==> config.mk <==
export PLATFORM = sky130hd
export DESIGN_NAME = uart_tx
export DESIGN_NICKNAME = d
export VERILOG_FILES = /design/src/rtl/uart_tx.sv
export SDC_FILE = /design/constraint.sdc
export NUM_CORES = 1
export LEC_CHECK = 0
export CORE_MARGIN = 2
export CORE_UTILIZATION = 35
export DETAILED_ROUTE_END_ITERATION = 6
export SETUP_SLACK_MARGIN = 0.4
export SYNTH_ARGS = -nofsm -noshare
export SYNTH_HDL_FRONTEND = slang
export SYNTH_SLANG_ARGS = --single-unit
==> constraint.sdc <==
create_clock -name clk -period 3 [get_ports clk]
set_input_delay 0.45 -clock clk [delete_from_list [all_inputs] [get_ports clk]]
set_output_delay 0.45 -clock clk [all_outputs]
set_load 0.01 [all_outputs]
==> src/rtl/uart_tx.sv <==
// uart_tx: byte FIFO feeding an 8N1 serialiser. The tx line is registered
// from the FSM state, so it trails the state by one cycle and a queued byte
// reaches the line two cycles after it is written.
module uart_tx #(
  parameter int CLKS_PER_BIT = 868,
  parameter int FIFO_DEPTH   = 4
) (
  input  logic       clk,
  input  logic       rst,
  input  logic       wr_en,
  input  logic [7:0] wr_data,
  output logic       full,
  output logic       overflow,
  output logic       busy,
  output logic       tx
);
  localparam int PW = $clog2(FIFO_DEPTH);
  localparam int BW = $clog2(CLKS_PER_BIT);

  typedef enum logic [1:0] {IDLE, START, DATA, STOP} state_t;

  logic [7:0]    mem [FIFO_DEPTH];
  logic [PW-1:0] wptr, rptr;
  logic [PW:0]   count, count_nxt;
  state_t        state;
  logic [BW-1:0] baud;
  logic [2:0]    bitn;
  logic [7:0]    shift;
  logic          push, pop, bit_end;

  assign bit_end = (baud == BW'(CLKS_PER_BIT - 1));
  // A write is accepted only against the registered full flag, so a pop in
  // the same cycle does not rescue a write into a full FIFO.
  assign push = wr_en && !full;
  // IDLE pops immediately; STOP pops on its last cycle so frames abut.
  assign pop  = (count != '0) && ((state == IDLE) || (state == STOP && bit_end));
  assign count_nxt = count + (PW+1)'(push) - (PW+1)'(pop);
  assign busy = (state != IDLE) || (count != '0);

  // FIFO storage; contents need no reset since count gates every read.
  always_ff @(posedge clk) begin
    if (push) mem[wptr] <= wr_data;
  end

  // FIFO pointers, occupancy, full flag and the dropped-write pulse.
  always_ff @(posedge clk or posedge rst) begin
    if (rst) begin
      wptr     <= '0;
      rptr     <= '0;
      count    <= '0;
      full     <= 1'b0;
      overflow <= 1'b0;
    end else begin
      if (push) wptr <= wptr + 1'b1;
      if (pop)  rptr <= rptr + 1'b1;
      count    <= count_nxt;
      full     <= (count_nxt == (PW+1)'(FIFO_DEPTH));
      overflow <= wr_en && full;
    end
  end

  // Frame FSM with baud/bit counters; tx is registered from the current state.
  always_ff @(posedge clk or posedge rst) begin
    if (rst) begin
      state <= IDLE;
      baud  <= '0;
      bitn  <= '0;
      shift <= '0;
      tx    <= 1'b1;
    end else begin
      unique case (state)
        START:   tx <= 1'b0;
        DATA:    tx <= shift[0];
        default: tx <= 1'b1;
      endcase
      unique case (state)
        IDLE: begin
          baud <= '0;
          if (pop) begin
            shift <= mem[rptr];
            bitn  <= '0;
            state <= START;
          end
        end
        START: begin
          if (bit_end) begin
            baud  <= '0;
            state <= DATA;
          end else begin
            baud <= baud + 1'b1;
          end
        end
        DATA: begin
          if (bit_end) begin
            baud  <= '0;
            shift <= shift >> 1;
            bitn  <= bitn + 1'b1;
            if (bitn == 3'd7) state <= STOP;
          end else begin
            baud <= baud + 1'b1;
          end
        end
        default: begin
          if (bit_end) begin
            baud <= '0;
            if (pop) begin
              shift <= mem[rptr];
              bitn  <= '0;
              state <= START;
            end else begin
              state <= IDLE;
            end
          end else begin
            baud <= baud + 1'b1;
          end
        end
      endcase
    end
  end
endmodule
# Word level (Yosys, flattened, before mapping)
# Memories as Yosys holds them, arrays and structs flattened.
# Cells that the tools add are included.
# Widths: inputs -> output; s select.
# word_totals
regBits,33
ramBits,32
out_inout_bits,4
word_cells,61
mem_count,1
# classes
n_addsub,6
eq_ne,10
mux,20
bitwise,1
reduce_logical,13
# mem_list
name,depth,word_bits,read_ports,rd_clocked_by_memory_dff,write_ports,line,text
mem,4,8,1,0,1,22,logic [7:0] mem [FIFO_DEPTH];
# ops
op,n
$mux 8,3
$pmux 8 s3,1
$mux 10,2
$add 10x1->10 const B,1
$eq 10x10->1 const B,1
$mux 2,5
$mux 3,3
$pmux 3 s3,1
$ne 2x2->1 const B,4
$eq 3x3->1 const B,2
$pmux 2 s3,1
$reduce_and 5->1,1
$add 2x1->2 const B,2
$eq 2x2->1 const B,2
$logic_and 1x1->1,4
$reduce_bool 2->1,2
$add 3x1->3,1
$add 3x1->3 const B,1
$mux 1,3
$reduce_and 3->1,1
$reduce_bool 3->1,1
$sub 3x1->3,1
$eq 2x1->1 const B,1
$logic_not 2->1,1
other kinds (4),5

# Depth between registers and ports, before layout
# depth
depth_word,7
depth_mapped,11
depth_no_buf,10

# Worst setup path after synthesis
# OpenSTA, ideal clock, no wires.
# synth_timing
kind,register to register
start,register baud[0]
end,register full
setup_time_ns,0.088
arrival_ns,2.318
required_time_ns,2.912
setup_slack_ns,0.594
path_stages_with_launch,11
synth_period_minus_slack_ns,2.406
path_cell_list,dfrtp_1 -> ha_1 -> nor3b_4 -> a41oi_1 -> nor2_1 -> ha_1 -> inv_1 -> ha_1 -> fa_1 -> xnor2_1 -> nor3b_1
# synth_via
elab_chain_len,6
# synth_rtl
element,line,text
from (decl),26,logic [BW-1:0] baud;
from (signal assigned),90,baud <= baud + 1'b1;
from (signal assigned),100,baud <= baud + 1'b1;
from (signal assigned),114,baud <= baud + 1'b1;
$eq 10x10->1,31,assign bit_end = (baud == BW'(CLKS_PER_BIT - 1));
$logic_and 1x1->1,36,assign pop = (count != '0) && ((state == IDLE) || (state == STOP && bit_end));
$logic_or 1x1->1,36,
$logic_and 1x1->1,36,
via pop,29,"logic push, pop, bit_end;"
$sub 3x1->3,37,assign count_nxt = count + (PW+1)'(push) - (PW+1)'(pop);
via count_nxt[2],24,"logic [PW:0] count, count_nxt;"
$eq 3x3->1,57,full <= (count_nxt == (PW+1)'(FIFO_DEPTH));
to (signal assigned),57,
to (decl),12,"output logic full,"
# The timed path passes the listed nets, and every way through them passes these cells.
# A chain may end at the register's enable or synchronous reset.

# Worst setup path after layout
# Ends and elaborated chain as after synthesis.

==> run metrics <==
Hold Path Class flip-flop to flip-flop; Post-DRT Antenna Nets 0; Cells after Synth 197; skew final 0.0137 ns; CP Max Fanout 4; 1st-iter DRT viols 89; CTS Hold Bufs 0; total grt overflow 0; syn nets between 200 and 250; core box area 0.00818 sq mm; Post-layout nets roughly 250; Synth Warn # 0; DRC viols 0; Post-Syn Area approximately 0.003 sq mm; Max Cap Viol 0; Period minus WS final 2.44 ns; commonest non-fill, non-tap cells in the layout dfrtp_1, edfxtp_1, inv_1, nor2_1, clkdlybuf4s50_1; share of power burned in registers 0.512; H-tree Lvls 3; CTS Buf Count 9; Max-slew headroom 0.612; Initial Utilization 0.360; Net Sw Frac 0.258; IO buf count 14; clock sink count 65; CTS tree yes; final instance area roughly 0.0034 sq mm; Placed Cells between 300 and 400; final worst-path cycle share 0.813; FMAX 0.410 GHz; DR pass1 iterations 4; clk root buf clkbuf_8; P_int 1.62 mW; Total Wirelength around 4500 um; clock share of power 0.339; Yosys top cell by area edfxtp_1; status finished, final reports clean; Hold Fails Final Rpt 0; fin cells 330; CP required around 3.2 ns; Diodes inserted 0; # IOs 15; setup TNS 0 ns; post-CTS setup buffers 0; Pins Over Slew Limit 0; sequential area share after synthesis 0.608; area post-placement between 0.003 and 0.004 sq mm; Worst Slack Setup Final around 0.56 ns; syn_area_per_cell approximately 15 sq um; WL/cell 13.6 um; top-area cell type share of the netlist area 0.327; Total Power approximately 2.2 mW; Final Util 0.419; pre-CTS WS 0.400 ns; first-pass GRT wire length 7750 um; Die Ht roughly 96 um; Layout area overhead 16.6%; LEAKAGE roughly 1.3 nW; Hold Slack just under 0.5 ns; Gate power share 0.149; CP arrival 2.66 ns; worst-case clock buffer depth 2; leading post-synthesis cells by cell area edfxtp_1, dfrtp_1, ha_1; vias per cell around 4.7; power per cell area about 640 mW/mm^2; startpoint types flip-flop; vias in the first global route 1572; final setup fails 0; pin count of the biggest net entering global routing 34; library cells used by synthesis 39; chip width 95.6 um; Max rail drop VDD 351 uV; Net Switching about 0.56 mW; Seq cells post-synth between 60 and 70; GPL Wtd Cong between 0.7 and 0.8; total track usage 0.115; die area between 0.009 and 0.01 sq mm; Detail Placement HPWL 3020 um; critical path class flip-flop to flip-flop; layout cells sized above 1 0.236; worst-skew pair later-pin latency 0.33 ns; site row count 33; Worst-Margin Slew ~0.58 ns; RSZ-0062 raised after global routing false; initial antenna violation count 0; CTS clock-pin slew for the worst setup and hold paths around 0.080 ns; Vias 1542; critical path endpoint category flip-flop
## kinds of logic after synthesis
family / synth area share
buf+inv: 0.0336
compound gates: 0.0298
simple gates: 0.0907
flops: 0.608
fa+ha+maj: 0.0622
xor+xnor: 0.0387
mux: 0.137
## power groups by stage
| stage | combinational, mW | sequential (mW) | clock, mW |
|---|---|---|---|
| after global routing | 0.369 | 1.13 | 0.809 |
| after detailed placement | 0.300 | 1.13 | 0 |
| after global placement | 0.297 | 1.13 | 0 |
| after CTS | 0.303 | 1.12 | 0.769 |
| after floorplan | 0.202 | 1.12 | 0 |
| final | 0.323 | 1.12 | 0.739 |
## cell type report
| class | count | area [sq um] |
|---|---|---|
| multi-input combinational | 110 | 1070 |
| clock inverter | 7 | 77.6 |
| sequential | 65 | 1790 |
| timing repair buffer | 18 | 170 |
| inverter | 16 | 60.1 |
| fill | 786 | 4750 |
| tap | 105 | 131 |
| clock buffer | 9 | 124 |
## worst paths after layout
path | cells after the start | startpoint | to | slack [ns]
hold reg to reg | 1 | baud[0] | baud[0] | 0.49
setup / recovery | 10 | baud[0] | full | 0.56
setup reg to reg | 10 | baud[0] | full | 0.56
min in group asynchronous | 3 | rst | baud[1] | 0.51
hold / removal | 1 | baud[0] | baud[0] | 0.49
max in group asynchronous | 3 | rst | tx | 2.15
## cells in the mapped netlist (all sizes together)
cell,instances
a31oi,1
ha,13
o32a,1
nor2b,2
dfrtp,32
and2,6
mux4,8
nor2,14
or4b,1
o21ai,3
clkbuf,4
a21o,1
nor4,1
nand4,1
buf,2
inv,16
fa,1
o2bb2ai,2
a211oi,1
xnor2,8
dfstp,1
nand2,6
and4bb,1
edfxtp,32
nand2b,1
a41oi,1
nand3,5
or2,1
xor2,5
mux2,17
nor3b,4
and3,1
nor3,3
a222oi,1
## critical path, stage by stage, from the launching register on
cell and delay, ns:
dfrtp_1 0.42, ha_2 0.23, nor3b_4 0.16, a41oi_2 0.20, nor2_1 0.10, ha_1 0.28, inv_1 0.04, ha_1 0.18
fa_1 0.41, xnor2_2 0.16, nor3b_2 0.16
## sequential cells by signal, indices dropped and copies added, names as in the netlist
signal    count
shift         8
mem          32
bitn          3
rptr          2
baud         10
overflow      1
full          1
wptr          2
count         3
tx            1
state         2
## metal layers
metal	up-vias	part of all wire	global-route usage
li1	752	-	-
met1	765	0.47	0.152
met2	17	0.48	0.175
met3	8	0.027	0.0356
met4	0	0.019	0.0536
met5	-	0	0
## timing repair
item,CTS,global route
gates resized for setup,1,3
setup endpoints to repair,1,1
pin swaps,1,1
(Power assumes the default switching activity.)
